File: src/rtl/div_pkg.sv
// Shared definitions for the iterative divide unit: op encodings, FSM states
// and a helper for the most-negative two's-complement value of a given width.
package div_pkg;

  localparam logic [1:0] DIV_OP  = 2'b00;
  localparam logic [1:0] DIVU_OP = 2'b01;
  localparam logic [1:0] REM_OP  = 2'b10;
  localparam logic [1:0] REMU_OP = 2'b11;

  typedef enum logic [2:0] {
    IDLE,
    CALC,
    FAST,
    FIX,
    DONE
  } state_t;

  // Most-negative value for a word of xlen bits (xlen up to 64), returned
  // zero-extended to 64 bits so callers can cast it down to their width.
  function automatic logic [63:0] most_neg(input int unsigned xlen);
    return 64'd1 << (xlen - 1);
  endfunction

endpackage

File: src/rtl/div_step.sv
// One restoring-division iteration: shift the next dividend bit into the
// partial remainder and subtract the divisor if it fits.
module div_step #(
  parameter int W = 32
) (
  input  logic [W:0] rem_in,
  input  logic [W:0] divisor,
  input  logic       bit_in,
  output logic [W:0] rem_out,
  output logic       q_bit
);

  logic [W+1:0] shifted;
  logic [W+1:0] diff;

  // Trial subtraction; a clear sign bit on the difference means the divisor fit.
  always_comb begin
    shifted = {rem_in, bit_in};
    diff    = shifted - {1'b0, divisor};
    q_bit   = ~diff[W+1];
    rem_out = q_bit ? diff[W:0] : shifted[W:0];
  end

endmodule

File: src/rtl/iter_divider.sv
// Multi-cycle integer divider with valid/ready on issue and completion,
// flush support and a one-cycle fast path for the RISC-V special cases.
module iter_divider
  import div_pkg::*;
#(
  parameter int XLEN  = 32,
  parameter int TAG_W = 8,
  parameter int PC_W  = 32
) (
  input  logic             clk,
  input  logic             rst,
  input  logic             start_valid,
  output logic             start_ready,
  input  logic [1:0]       op,
  input  logic [XLEN-1:0]  a,
  input  logic [XLEN-1:0]  b,
  input  logic [TAG_W-1:0] tag_in,
  input  logic [PC_W-1:0]  pc_in,
  input  logic             flush,
  output logic             done_valid,
  input  logic             done_ready,
  output logic [XLEN-1:0]  result,
  output logic [TAG_W-1:0] tag_out,
  output logic [PC_W-1:0]  pc_out
);

  localparam int CW = $clog2(XLEN);

  typedef logic [XLEN-1:0] word_t;
  typedef logic [XLEN:0]   wide_t;

  localparam word_t MIN_NEG = word_t'(most_neg(XLEN));
  localparam word_t WORD_ONE = word_t'(1);
  localparam wide_t WIDE_ONE = wide_t'(1);

  state_t state, next_state;

  word_t            a_q;
  word_t            b_q;
  logic             is_rem_q;
  logic [TAG_W-1:0] tag_q;
  logic [PC_W-1:0]  pc_q;
  wide_t            abs_a;
  wide_t            abs_b;
  wide_t            rem_q;
  word_t            quot_q;
  logic [CW-1:0]    cnt_q;
  logic             neg_quot_q;
  logic             neg_rem_q;

  logic  signed_op;
  logic  a_neg;
  logic  b_neg;
  logic  in_special;
  wide_t abs_a_in;
  wide_t abs_b_in;
  wide_t step_rem;
  logic  step_q;
  word_t fast_res;
  word_t quot_fix;
  word_t rem_fix;

  // Decode the incoming operation: signedness, magnitudes and special cases.
  always_comb begin
    signed_op  = ~op[0];
    a_neg      = signed_op & a[XLEN-1];
    b_neg      = signed_op & b[XLEN-1];
    abs_a_in   = a_neg ? (~{1'b1, a} + WIDE_ONE) : {1'b0, a};
    abs_b_in   = b_neg ? (~{1'b1, b} + WIDE_ONE) : {1'b0, b};
    in_special = (b == '0) || (signed_op && (a == MIN_NEG) && (b == '1));
  end

  div_step #(.W(XLEN)) u_step (
    .rem_in  (rem_q),
    .divisor (abs_b),
    .bit_in  (abs_a[cnt_q]),
    .rem_out (step_rem),
    .q_bit   (step_q)
  );

  // Special-case results and sign fix-up of the magnitude results.
  always_comb begin
    if (b_q == '0) begin
      fast_res = is_rem_q ? a_q : '1;
    end else begin
      fast_res = is_rem_q ? '0 : a_q;
    end
    quot_fix = neg_quot_q ? (~quot_q + WORD_ONE) : quot_q;
    rem_fix  = neg_rem_q ? (~rem_q[XLEN-1:0] + WORD_ONE) : rem_q[XLEN-1:0];
  end

  // State register.
  always_ff @(posedge clk) begin
    if (!rst) begin
      state <= IDLE;
    end else begin
      state <= next_state;
    end
  end

  // Next-state logic and handshake outputs; flush abandons any busy state.
  always_comb begin
    next_state  = state;
    start_ready = 1'b0;
    done_valid  = 1'b0;
    case (state)
      IDLE: begin
        start_ready = ~flush;
        if (start_valid && !flush) begin
          next_state = in_special ? FAST : CALC;
        end
      end
      CALC: begin
        if (flush) begin
          next_state = IDLE;
        end else if (cnt_q == '0) begin
          next_state = FIX;
        end
      end
      FIX:  next_state = flush ? IDLE : DONE;
      FAST: next_state = flush ? IDLE : DONE;
      DONE: begin
        done_valid = 1'b1;
        if (flush || done_ready) begin
          next_state = IDLE;
        end
      end
      default: next_state = IDLE;
    endcase
  end

  // Datapath: latch on accept, iterate in CALC, load outputs from FIX/FAST.
  always_ff @(posedge clk) begin
    if (!rst) begin
      a_q        <= '0;
      b_q        <= '0;
      is_rem_q   <= 1'b0;
      tag_q      <= '0;
      pc_q       <= '0;
      abs_a      <= '0;
      abs_b      <= '0;
      rem_q      <= '0;
      quot_q     <= '0;
      cnt_q      <= '0;
      neg_quot_q <= 1'b0;
      neg_rem_q  <= 1'b0;
      result     <= '0;
      tag_out    <= '0;
      pc_out     <= '0;
    end else begin
      case (state)
        IDLE: begin
          if (start_valid && start_ready) begin
            a_q        <= a;
            b_q        <= b;
            is_rem_q   <= op[1];
            tag_q      <= tag_in;
            pc_q       <= pc_in;
            abs_a      <= abs_a_in;
            abs_b      <= abs_b_in;
            rem_q      <= '0;
            quot_q     <= '0;
            cnt_q      <= CW'(XLEN - 1);
            neg_quot_q <= a_neg ^ b_neg;
            neg_rem_q  <= a_neg;
          end
        end
        CALC: begin
          if (!flush) begin
            rem_q  <= step_rem;
            quot_q <= {quot_q[XLEN-2:0], step_q};
            if (cnt_q != '0) begin
              cnt_q <= cnt_q - 1'b1;
            end
          end
        end
        FIX: begin
          if (!flush) begin
            result  <= is_rem_q ? rem_fix : quot_fix;
            tag_out <= tag_q;
            pc_out  <= pc_q;
          end
        end
        FAST: begin
          if (!flush) begin
            result  <= fast_res;
            tag_out <= tag_q;
            pc_out  <= pc_q;
          end
        end
        default: ;
      endcase
    end
  end

endmodule

File: config.mk
export PLATFORM = sky130hd
export DESIGN_NAME = iter_divider
export DESIGN_NICKNAME = d
export VERILOG_FILES = /design/src/rtl/div_pkg.sv /design/src/rtl/div_step.sv /design/src/rtl/iter_divider.sv
export SDC_FILE = /design/constraint.sdc
export NUM_CORES = 1
export LEC_CHECK = 0
export ABC_AREA = 0
export CAP_MARGIN = 30
export CORE_AREA = 4 4 209 211
export DETAILED_ROUTE_END_ITERATION = 8
export DIE_AREA = 0 0 213 215
export GPL_TIMING_DRIVEN = 0
export PLACE_DENSITY = 0.67
export SLEW_MARGIN = 20
export SYNTH_ARGS = -nofsm -noshare
export SYNTH_HDL_FRONTEND = slang
export SYNTH_SLANG_ARGS = --single-unit
export TNS_END_PERCENT = 10
File: constraint.sdc
create_clock -name clk -period 5.95 [get_ports clk]
set_input_delay 1.785 -clock clk [delete_from_list [all_inputs] [get_ports clk]]
set_output_delay 1.785 -clock clk [all_outputs]
set_load 0.005 [all_outputs]
# After elaboration in Yosys (flattened, before gate mapping)

Cells that the tools add are included.

Register bits after elaboration: 317
Output and inout bits: 74
Logic and storage cells: 101

$add $sub $neg: 6
Order comparisons: 1
Equality and inequality tests: 14
Muxes and demuxes: 33
Bitwise logic cells: 10
Reductions and logical operators: 21

Operators by type and width:

| cell                                                       | count |
|---|---|
| 2-to-1 mux 32 bit                                          | 11 |
| 2-to-1 mux 33 bit                                          | 4 |
| one-hot mux 32 bit (2 select lines)                        | 2 |
| adder 32 x 1 -> 32 bit, second input constant              | 3 |
| NOT 32 bit                                                 | 3 |
| one-hot mux 33 bit (2 select lines)                        | 1 |
| equality test 32 bit, second input constant                | 2 |
| zero test 32 bit                                           | 2 |
| subtractor 34 x 33 -> 34 bit                               | 1 |
| adder 33 x 1 -> 33 bit, second input constant              | 1 |
| NOT 33 bit                                                 | 1 |
| 2-to-1 mux 3 bit                                           | 5 |
| 2-to-1 mux 5 bit                                           | 3 |
| != test 2 bit, second input constant                       | 7 |
| one-hot mux 3 bit (4 select lines)                         | 1 |
| one-hot mux 5 bit (2 select lines)                         | 1 |
| AND reduction 3 bit                                        | 3 |
| less-than comparator 5 x 7 -> 1 bit, second input constant | 1 |
| equality test 3 x 2 -> 1 bit, second input constant        | 2 |
| binary-select mux 1 bit (select 5 bit)                     | 1 |
| zero test 5 bit                                            | 1 |
| nonzero test 5 bit                                         | 1 |
| subtractor 5 x 1 -> 5 bit, second input constant           | 1 |
| logical AND 1 bit                                          | 4 |
| other kinds (15)                                           | 23 |

# Depth between registers and ports, before layout

Gate-level depths: netlist of run 1.

Word-level depth: 7
Gate-level depth with buffers: 16
Depth with buffers taken out: 15

# Modules after synthesis

Synthesis of run 1 repeated with hierarchy kept, for this count alone.

Cells, all modules: 2182
Area total of the unflattened synthesis: 17750.8 um^2

By module, submodules not included:

| module       | instances | cells each | area each (um^2) | sequential area each (um^2) |
|---|---|---|---|---|
| iter_divider | 1         | 1875       | 15376.0          | 6306.0 |
| div_step     | 1         | 307        | 2374.8           | 0.0 |

# Worst setup path before layout of run 1

No wires, ideal clock.

Path kind: register -> register
Start: register cnt_q[0]
End: register rem_q[32]
Setup time: 125 ps
Arrival time: 4224 ps
Data required time: 5825 ps
Path slack: 1600 ps
Stages on the path, launching flop included: 17
Buffers on the path: 1
Clock period less this slack: 4350 ps
Path through: dfxtp_1 buf_1 mux4_2 mux4_2 mux2i_1 ha_1 inv_1 fa_1 a211oi_1 o21ai_0 a41oi_1 a311oi_1 a21oi_1 o211ai_1 mux2i_1 a32oi_1 o21ai_0

Word-level cells in the longest chain between the ends: 6

RTL lines:

| element                                | line                | RTL |
|---|---|---|
| from (decl)                            | iter_divider.sv:47  | `logic [CW-1:0] cnt_q;` |
| from (signal assigned)                 | iter_divider.sv:163 | `cnt_q <= CW'(XLEN - 1);` |
| from (signal assigned)                 | iter_divider.sv:173 | `cnt_q <= cnt_q - 1'b1;` |
| binary-select mux 1 bit (select 5 bit) | iter_divider.sv:76  | `.bit_in (abs_a[cnt_q]),` |
| 2-to-1 mux 1 bit (not written as such) | iter_divider.sv:76  |  |
| subtractor 34 x 33 -> 34 bit           | div_step.sv:19      | `diff = shifted - {1'b0, divisor};` |
| 2-to-1 mux 33 bit                      | div_step.sv:21      | `rem_out = q_bit ? diff[W:0] : shifted[W:0];` |
| 2-to-1 mux 33 bit                      | iter_divider.sv:169 | `if (!flush) begin` |
| one-hot mux 33 bit (2 select lines)    | iter_divider.sv:151 | `case (state)` |
| to (signal assigned)                   | iter_divider.sv:170 | `rem_q <= step_rem;` |
| to (decl)                              | iter_divider.sv:45  | `wide_t rem_q;` |

No other way between the ends. The select of a mux whose other input is x is not followed.
A chain may end at the register's enable or synchronous reset.

# Final worst setup path of run 1

Start: register cnt_q[0]
End: register rem_q[25]

Same word-level chain as after synthesis.

==> run summary, run 1 <==
Clock transition at path regs = 0.06 ns
Nets@finish = 2601
CP endpoint kind = register
Synthesis Warnings = 0
R2R Setup Slk = 0.35 ns
ANT nets after route = 0
Worst EP arrival = 6.02 ns
Fin area = 20700 um2
Gr usage total = 0.253
Max Cap Violations = 0
Top-area cell type share of the netlist area = 0.372
Fin. max-slew vios = 0
R2r startpoint = cnt_q[0]
Hold path start = pc_q[23]
Worst Slack Setup Final = 0.351 ns
Fin crit share = 0.941
Clock skew = 0.0123 ns
Critical path data required time = 6.37 ns
Hold Path Class = reg2reg
Detailed Routing Iterations Pass 1 = 6
PortBufs = 181
Hold Path End = pc_out[23]
Worst setup SP type = register
Post-placement setup slack = 0.188 ns
Top fanout value on the critical path = 10
Max_slew headroom = 0.364
Area of the core = 41800 um2
Largest cells by area after synthesis = dfxtp_1 37%, nand2_1 10%, a21oi_1 8.3%
Placed cell areas = 19400 um2
Yosys cell types = 74
Area leader, netlist = dfxtp_1
Crit-path slowest cell = o31ai_1
Main synth FF type = dfxtp_1
Final setup violation count = 0
Critical Path, Cell by Cell = clkbuf_2 > mux4_2 > mux4_2 > mux2i_1 > ha_1 > nor2b_1 > o2111ai_1 > a21oi_1 > o31ai_1 > o21bai_1 > a41oi_1 > xnor2_2 > buf_2 > a2bb2oi_1 > o21ai_0
DRC Markers = 0
Post-CTS setup buffer count = 0
Worst R2R Path Depth = 15
Gr ovfl total = 0
Via count = 17070
CTS buffer count = 37
Post-synthesis sequential area ratio = 0.372
Largest net degree at the start of global routing = 14
# diodes = 0
Die Wd = 213 um
Most frequent cells in the layout = 470 x nand2_1, 315 x dfxtp_1, 282 x a21oi_1, 181 x clkdlybuf4s50_1, 171 x nor2_1
Die height = 215 um
Number of synthesized register bits = 315
Final Hold Vio Count = 0
Most common cell after layout, fill and taps aside = nand2_1
1st-iter DRT viols = 1728
Root buf cell = clkbuf_16
Vias/cell = 5.66
First-pass GRT wire length = 92200 um
Post-detail-place hpwl = 47100 um
Crit path largest cell delay = 0.66 ns
Layout cell share with drive strength beyond 1 = 0.0408
CTS sink cnt = 315
Ys async rst share = 0
Antenna violations before repair = 0
Die area = 45800 um2
CTS H-Tree Depth = 2
Final Wtd Congestion = 0.993
Fmax = 179 MHz
Reg2reg end = rem_q[25]
Final Non-Filler Cells = 3015
Initial Utilization = 0.406
Status = finished, final reports clean
Final hold slack = 0.451 ns
EDFF count, synth = 0
WP buf/inv = 2
Mapped Area = 16900 um2
Top Ports = 185
Tmin final = 5.60 ns
DRT Wirelength = 60500 um
Hold Path Cell Cnt = 2
Routed WL per cell = 20.1 um
Worst-Skew Late Latency = 0.55 ns
Fill cell count = 4107
CTS tree = yes
Crit path top cell by count = mux4_2
Placed insts = 2948
Vias in the first global route = 16207
Pwr/cell area = 258 nW/um2
Mapped Cells = 2228
Setup TNS = 0 ns
Site Rows = 75
Area grow syn2layout = 22.2%
Maximum VDD drop = 174 uV
RSZ-0062 raised after global routing = no
Syn Area/Cell = 7.61 um2
Leak pwr = 7.28 nW
Crit path kind = reg2reg
CTS max path bufs = 3
Worst Max-Slew Pin Slew = 0.954 ns
Top delay family on crit path = compound AO/OA/AOI/OAI gates
Syn nets = 2380
where the power goes:
group          switching, mW  internal (mW)
sequential            0.0452           2.18
combinational          0.466          0.291
clock                  0.942           1.42
total                   1.45           3.89
repair_timing:
action                     in CTS  in global routing
gates resized for setup         0                  1
hold buffers                    0                  0
setup endpoints to repair       0                 29
state kept, by name (all words and copies together) (netlist names), 3 cells and up:
signal	flops
state	3
quot_q	32
rem_q	33
tag_out	8
b_q	32
cnt_q	5
a_q	32
pc_q	32
abs_a	31
pc_out	32
abs_b	32
result	32
tag_q	8
tightest hold or removal path: cells and delay by family (launching register included):
| kind | cells | cell delay [ns] |
|---|---|---|
| simple gates | 1 | 0.05 |
| compound gates | 1 | 0.05 |
| flops | 1 | 0.31 |
synth_stat cells, types with 8 or more instances:
cell,n
nand2_1,470
dfxtp_1,315
a21oi_1,282
nor2_1,171
clkbuf_1,137
o21ai_0,119
xnor2_1,72
xor2_1,66
a211oi_1,61
inv_1,56
nand3_1,50
nor3_1,41
ha_1,40
mux2i_1,32
nor4_1,24
o31ai_1,22
a311oi_1,19
o211ai_1,17
a21o_1,15
nand4_1,15
or3_1,14
nand2b_1,13
nor2b_1,13
o41ai_1,12
or4_1,12
buf_1,11
a31oi_1,10
mux4_2,10
a221oi_1,8
a2bb2oi_1,8
kinds of logic after synthesis:
| group | synth area share |
|---|---|
| AND/OR/NAND/NOR | 0.221 |
| AO/OA/AOI/OAI | 0.220 |
| flip-flops | 0.372 |
| buffers and inverters | 0.0475 |
| XOR/XNOR | 0.0723 |
| adder cells (fa/ha/maj) | 0.0343 |
| multiplexers | 0.0322 |
metrics by stage:
| stage | utilization | power (mW) |
|---|---|---|
| 5_1_grt | 0.496 | 5.53 |
| 6_report | 0.496 | 5.34 |
| 3_5_place_dp | 0.466 | 3.01 |
| 3_3_place_gp | 0.465 | 3.00 |
| 4_1_cts | 0.496 | 5.36 |
| 2_1_floorplan | - | 2.72 |
cell type report:
class | count | area, um2 | area share
multi-input combinational | 1703 | 9840 | 0.475
sequential | 315 | 6310 | 0.304
timing repair buffer | 182 | 1820 | 0.0877
clock buffer | 51 | 1090 | 0.0526
tap | 539 | 674 | 0.0326
buffer | 153 | 593 | 0.0286
inverter | 57 | 214 | 0.0103
clock inverter | 15 | 179 | 0.00864
per-layer routing:
metal	GRT usage	share of wire
met2	0.399	0.45
met5	0	0
met4	0.0855	0.035
met3	0.0493	0.074
met1	0.346	0.44
how the worst max path moves through the flow:
| stage | startpoint | to | slack [ns] | depth (start not counted) |
|---|---|---|---|---|
| 6_report | cnt_q[0] | rem_q[25] | 0.35 | 15 |
| 5_1_grt | cnt_q[0] | rem_q[32] | 0.11 | 16 |
| 4_1_cts | cnt_q[0] | rem_q[10] | 0.14 | 15 |
| 3_5_place_dp | cnt_q[0] | rem_q[10] | 0.19 | 15 |
| 3_3_place_gp | cnt_q[0] | rem_q[22] | 0.20 | 15 |
| 2_1_floorplan | cnt_q[0] | rem_q[32] | 1.60 | 16 |
No activity file was read; power rests on OpenSTA's default activity.
==> run 2: changes to the inputs <==
--- a/config.mk
+++ b/config.mk
@@ -7,13 +7,13 @@
 export LEC_CHECK = 0
 export ABC_AREA = 0
 export CAP_MARGIN = 30
-export CORE_AREA = 4 4 209 211
+export CORE_AREA = 8 8 213 215
 export DETAILED_ROUTE_END_ITERATION = 8
-export DIE_AREA = 0 0 213 215
+export DIE_AREA = 0 0 221 223
+export DONT_BUFFER_PORTS = 1
 export GPL_TIMING_DRIVEN = 0
-export PLACE_DENSITY = 0.67
+export PLACE_DENSITY = 0.61
 export SLEW_MARGIN = 20
 export SYNTH_ARGS = -nofsm -noshare
 export SYNTH_HDL_FRONTEND = slang
 export SYNTH_SLANG_ARGS = --single-unit
-export TNS_END_PERCENT = 10
==> run 2 against run 1 <==
  * Register-to-register slack gained 0.04 ns
  * Via count is 5.0% lower
  * Critical path depth up 1
  * Global-route usage decreased by 1.7 points
  * Sequential cell count unchanged
  * Hold slack worse by 0.0025 ns
  * Non-clock buffer count is 182 lower
  * Combinational power shrank 17%
  * Sequential share of layout area is 2.9 points higher
  * Sequential power hardly changed
  * Setup slack gained 0.040 ns
  * Critical endpoint is now rem_q[32]
  * Largest power group unchanged
  * Highest routed layer unchanged
==> run summary, run 2 (synthesized netlist as in run 1, its figures left out) <==
Reg2reg end = rem_q[32]
Max_slew headroom = 0.343 (-0.0212)
Most common cell after layout, fill and taps aside = nand2_1
Hold Buf Count CTS = 0 (unchanged)
Hold Path End = pc_out[28]
Initial Utilization = 0.401 (-0.00534)
DRC Markers = 0 (unchanged)
Vias in the first global route = 15407 (-4.9%)
CTS H-Tree Depth = 2 (unchanged)
R2R Setup Slk = 0.39 ns (+0.04 ns)
Hold Path Cell Cnt = 2 (unchanged)
Clk pwr share = 0.455 (+0.013)
Root buf cell = clkbuf_16
Area grow syn2layout = 11.6%
Nets@finish = 2419 (-7.0%)
Net Switching = 1.40 mW (-3.4%)
Sequential Power Share = 0.424 (+0.007)
Post-detail-place hpwl = 47100 um (about the same)
Hold Path Class = reg2reg
Clock skew = 0.0231 ns (+0.0108 ns)
CTS buffer count = 37 (unchanged)
Final hold slack = 0.448 ns (-0.00247 ns)
Worst EP arrival = 5.99 ns (-0.03 ns)
Final Hold Vio Count = 0 (unchanged)
Routed WL per cell = 21.3 um (+6.0%)
Critical path data required time = 6.38 ns (about the same)
Die Wd = 221 um (+3.8%)
Fin. max-slew vios = 0 (unchanged)
Top fanout value on the critical path = 10 (unchanged)
Tmin final = 5.56 ns (-0.0404 ns)
Die area = 49300 um2 (+7.6%)
CTS tree = yes
Via count = 16210 (-5.0%)
Layout cell share with drive strength beyond 1 = 0.0436 (+0.00278)
Maximum VDD drop = 239 uV (+37%)
Area of the core = 42300 um2 (+1.3%)
Vias/cell = 5.70 (+0.71%)
Worst Slack Setup Final = 0.392 ns (+0.0404 ns)
P_int = 3.84 mW (-1.3%)
Top Ports = 185 (unchanged)
Largest net degree at the start of global routing = 14 (unchanged)
Crit path kind = reg2reg
Fin crit share = 0.934 (-0.00679)
Post-placement setup slack = 0.198 ns (+0.0103 ns)
RSZ-0062 raised after global routing = no
Status = finished, final reports clean
Total Power = 5.25 mW (-1.8%)
Die height = 223 um (+3.7%)
Max Cap Violations = 0 (unchanged)
1st-iter DRT viols = 1417 (-18%)
Pwr/cell area = 277 nW/um2 (+7.5%)
Most flop-heavy register = rem_q
Comb power frac = 0.120 (-0.022)
ANT nets after route = 0 (unchanged)
Fmax = 180 MHz (+0.73%)
Hold path start = pc_q[28]
Max FFs per register = 33 (unchanged)
Leak pwr = 6.60 nW (-9.3%)
Most frequent cells in the layout = 470 x nand2_1, 315 x dfxtp_1, 282 x a21oi_1, 171 x nor2_1, 142 x clkbuf_1
Worst-Skew Late Latency = 0.56 ns (about the same)
Antenna violations before repair = 2 (+2)
Switching Fraction = 0.268 (-0.00428)
R2r startpoint = cnt_q[0]
Final setup violation count = 0 (unchanged)
Site Rows = 76 (+1.3%)
First-pass GRT wire length = 92100 um (about the same)
DRT Wirelength = 60500 um (about the same)
Detailed Routing Iterations Pass 1 = 5 (-1)
CTS sink cnt = 315 (unchanged)
Final Wtd Congestion = 0.961 (-3.2%)
Setup TNS = 0 ns (unchanged)
Worst Max-Slew Pin Slew = 0.977 ns (+0.0228 ns)
Gr ovfl total = 0 (unchanged)
Clock transition at path regs = 0.06 ns (about the same)
Worst setup SP type = register
PortBufs = 0 (-100%)
CTS max path bufs = 3 (unchanged)
CP endpoint kind = register
Worst R2R Path Depth = 16 (+1)
Gr usage total = 0.236 (-0.0168)
run 2: power groups by stage:
stage	Combinational (mW)	Clock (mW)	Sequential, mW
2_1_floorplan	0.464	0	2.26
3_3_place_gp	0.616	0	2.27
3_5_place_dp	0.623	0	2.27
4_1_cts	0.626	2.43	2.23
5_1_grt	0.698	2.51	2.23
6_report	0.632	2.39	2.23
run 2: per-stage QoR:
stage	area, um2	std cells	util
6_report	18900	2843	0.447
5_1_grt	18900	2843	0.447
4_1_cts	18900	2841	0.447
3_5_place_dp	17600	2774	0.417
3_3_place_gp	17600	2774	0.417
2_1_floorplan	16900	2228	-
run 2: per-layer routing:
metal | vias up | global-route usage | wire, um
met2 | 570 | 0.378 | 27100
met1 | 7631 | 0.305 | 26300
met4 | 0 | 0.102 | 2490
met3 | 133 | 0.0494 | 4670
met5 | - | 0 | 0
li1 | 7876 | - | -
run 2: worst max path at each step:
stage                     startpoint         to  slack (ns)
after global routing        cnt_q[0]  rem_q[32]        0.12
after floorplan             cnt_q[0]  rem_q[32]        1.60
after detailed placement    cnt_q[0]  rem_q[25]        0.20
final                       cnt_q[0]  rem_q[32]        0.39
after global placement      cnt_q[0]  rem_q[27]        0.20
after CTS                   cnt_q[0]  rem_q[25]        0.15
run 2: worst max-delay path, stage by stage, from the launching register on:
cell      delay, ns
dfxtp_1        0.42
clkbuf_2       0.35
mux4_2         0.57
mux4_2         0.47
mux2i_1        0.47
ha_1           0.29
inv_1          0.06
fa_1           0.42
a211oi_1       0.36
o21ai_0        0.31
a41oi_1        0.35
a311oi_1       0.24
a21oi_1        0.44
o211ai_1       0.20
mux2i_1        0.17
a32oi_1        0.20
o21ai_0        0.09
run 2: what timing repair did:
action	4_1_cts	5_1_grt
resized for setup	0	1
buffers inserted	0	0
endpoints found under the hold margin	0	0
endpoints found under the setup margin	0	17
run 2: final cells by class:
| class | count | area, um2 |
|---|---|---|
| flip-flops and latches | 315 | 6310 |
| diodes | 2 | 5.00 |
| multi-input cells | 1703 | 9840 |
| well taps | 546 | 683 |
| fillers | 4294 | 23400 |
| inverters | 57 | 214 |
| clock inverters | 17 | 205 |
| plain buffers | 153 | 593 |
| clock buffers | 50 | 1070 |
==> run 3: changes to the inputs <==
--- a/config.mk
+++ b/config.mk
@@ -7,13 +7,14 @@
 export LEC_CHECK = 0
 export ABC_AREA = 0
 export CAP_MARGIN = 30
-export CORE_AREA = 8 8 213 215
+export CORE_AREA = 8 8 270 272
 export DETAILED_ROUTE_END_ITERATION = 8
-export DIE_AREA = 0 0 221 223
+export DIE_AREA = 0 0 278 280
 export DONT_BUFFER_PORTS = 1
 export GPL_TIMING_DRIVEN = 0
-export PLACE_DENSITY = 0.61
+export PLACE_DENSITY = 0.44
 export SLEW_MARGIN = 20
 export SYNTH_ARGS = -nofsm -noshare
 export SYNTH_HDL_FRONTEND = slang
 export SYNTH_SLANG_ARGS = --single-unit
+export TNS_END_PERCENT = 30
==> run 3 against run 2 <==
  * Sequential power is essentially flat
  * Cell count grew 12%
  * First-iteration DRC count shrank 14%
  * Power grew 2.8%
  * Clock skew shrank 0.0015 ns
  * Final area grew 2.8%
  * Setup slack lost 0.061 ns
  * Count of clock-buffer cells in the layout grew 5
  * Non-clock buffer count grew 3
  * Largest cell class unchanged
  * Die area grew 58%
  * Via count grew 0.24%
==> run summary, run 3 (synthesized netlist as in run 1, its figures left out) <==
Detailed Routing Iterations Pass 1 = 5 (unchanged)
Hold path start = pc_q[9]
Routed WL per cell = 21.1 um (-0.90%)
R2R Setup Slk = 0.33 ns (-0.06 ns)
1st-iter DRT viols = 1222 (-14%)
Layout cell share with drive strength beyond 1 = 0.0460 (+0.00241)
Placed cell areas = 18100 um2 (+2.5%)
Global routing usage on met1 = 0.214 (-0.0904)
Die height = 280 um (+26%)
CP endpoint kind = register
Antenna violations before repair = 0 (-2)
Worst EP arrival = 6.05 ns (+0.06 ns)
Reg2reg end = rem_q[30]
Area grow syn2layout = 14.7%
Hold Buf Count CTS = 0 (unchanged)
Worst setup SP type = register
Net Switching = 1.49 mW (+6.0%)
Leak pwr = 6.64 nW (+0.62%)
Vias/cell = 5.08 (-11%)
Clk pwr share = 0.465 (+0.010)
Most common cell after layout, fill and taps aside = nand2_1
Pwr/cell area = 277 nW/um2 (about the same)
Worst R2R Path Depth = 16 (unchanged)
ANT nets after route = 0 (unchanged)
Grt met2 use = 0.281 (-0.0966)
Post_cts resized = 0 (unchanged)
Tmin final = 5.62 ns (+0.0610 ns)
Via count = 16249 (+0.24%)
Final hold slack = 0.450 ns (+0.00180 ns)
Clock transition at path regs = 0.06 ns (about the same)
Final Non-Filler Cells = 3196 (+12%)
CTS max path bufs = 3 (unchanged)
Hold Path Cell Cnt = 2 (unchanged)
Setup TNS = 0 ns (unchanged)
Area of the core = 68900 um2 (+63%)
Worst-Skew Late Latency = 0.57 ns (about the same)
Nets@finish = 2425 (+0.25%)
Root buf cell = clkbuf_16
Max Cap Violations = 0 (unchanged)
Die area = 77800 um2 (+58%)
Met3 Usage GRT = 0.0293 (-0.0201)
Fin crit share = 0.944 (+0.0103)
Most flop-heavy register = rem_q
Total Power = 5.39 mW (+2.8%)
P_int = 3.90 mW (+1.6%)
Largest net degree at the start of global routing = 13 (-1)
Max_slew headroom = 0.358 (+0.0156)
Maximum VDD drop = 150 uV (-37%)
CTS buffer count = 40 (+8.1%)
Initial Utilization = 0.246 (-0.155)
Fin. max-slew vios = 0 (unchanged)
Clock skew = 0.0216 ns (-0.00147 ns)
Die Wd = 278 um (+26%)
Hold Path Class = reg2reg
Vias in the first global route = 15694 (+1.9%)
Hold Path End = pc_out[9]
Sequential Power Share = 0.413 (-0.011)
RSZ-0062 raised after global routing = no
DRC Markers = 0 (unchanged)
Final setup violation count = 0 (unchanged)
First-pass GRT wire length = 101000 um (+9.2%)
Top Ports = 185 (unchanged)
R2r startpoint = cnt_q[0]
Status = finished, final reports clean
Switching Fraction = 0.276 (+0.00843)
Max FFs per register = 33 (unchanged)
Top fanout value on the critical path = 10 (unchanged)
Critical path data required time = 6.38 ns (about the same)
Post-CTS setup buffer count = 0 (unchanged)
Fmax = 178 MHz (-1.1%)
Gr usage total = 0.166 (-0.0698)
Site Rows = 97 (+28%)
DRT Wirelength = 67400 um (+11%)
Gr ovfl total = 0 (unchanged)
Worst Max-Slew Pin Slew = 0.963 ns (-0.0144 ns)
Final Wtd Congestion = 0.895 (-6.8%)
Comb power frac = 0.122 (+0.002)
Post-detail-place hpwl = 53700 um (+14%)
CTS H-Tree Depth = 2 (unchanged)
CTS tree = yes
Crit path kind = reg2reg
Final Hold Vio Count = 0 (unchanged)
Fin area = 19400 um2 (+2.8%)
Placed insts = 3119 (+12%)
Most frequent cells in the layout = 470 x nand2_1, 315 x dfxtp_1, 282 x a21oi_1, 171 x nor2_1, 148 x clkbuf_1
Layer with the highest usage = met2
PortBufs = 0 (unchanged)
CTS sink cnt = 315 (unchanged)
# diodes = 0 (-2)
==> run 3: worst max path at each step <==
stage,from,end,slack (ns)
2_1_floorplan,cnt_q[0],rem_q[32],1.60
4_1_cts,cnt_q[0],rem_q[30],0.16
3_3_place_gp,cnt_q[0],rem_q[30],0.26
3_5_place_dp,cnt_q[0],rem_q[30],0.21
6_report,cnt_q[0],rem_q[30],0.33
5_1_grt,cnt_q[0],rem_q[32],0.05
==> run 3: power by group through the flow <==
stage | registers (mW) | logic [mW] | clock network, mW
global placement | 2.27 | 0.646 | 0
finish | 2.23 | 0.655 | 2.51
CTS | 2.23 | 0.655 | 2.57
detailed placement | 2.27 | 0.652 | 0
global route | 2.24 | 0.723 | 2.65
floorplan | 2.26 | 0.464 | 0
==> run 3: critical path, cell delays in order (launching register included) <==
cell and delay, ns:
dfxtp_1 0.46, clkbuf_2 0.38, mux4_2 0.56, mux4_2 0.51, mux2i_1 0.31, ha_1 0.23, inv_1 0.06, fa_1 0.43
a211oi_1 0.37, o21ai_0 0.32, a41oi_1 0.46, a311oi_1 0.24, a21oi_1 0.46, inv_1 0.16, a21oi_1 0.20, xor2_1 0.21
o21ai_0 0.10
==> run 3: stage by stage <==
stage / util / setup WS, ns
detailed placement: 0.262 / 0.207
CTS: 0.282 / 0.156
global route: 0.282 / 0.0473
finish: 0.282 / 0.331
global placement: 0.262 / 0.264
floorplan: - / 1.60
==> run 3: area by class of cell <==
| cell class | count | area [um2] |
|---|---|---|
| buffer | 153 | 593 |
| clock buffer | 55 | 1110 |
| clock inverter | 19 | 240 |
| fill | 7473 | 49500 |
| inverter | 57 | 214 |
| multi-input combinational | 1703 | 9850 |
| sequential | 315 | 6310 |
| tap | 891 | 1110 |
| timing repair buffer | 3 | 13.8 |
==> run 3: layer usage <==
layer / part of all wire / wire, um
met4: 0.028 / 1920
met3: 0.052 / 3510
met2: 0.47 / 31700
met1: 0.45 / 30300
met5: 0 / 0
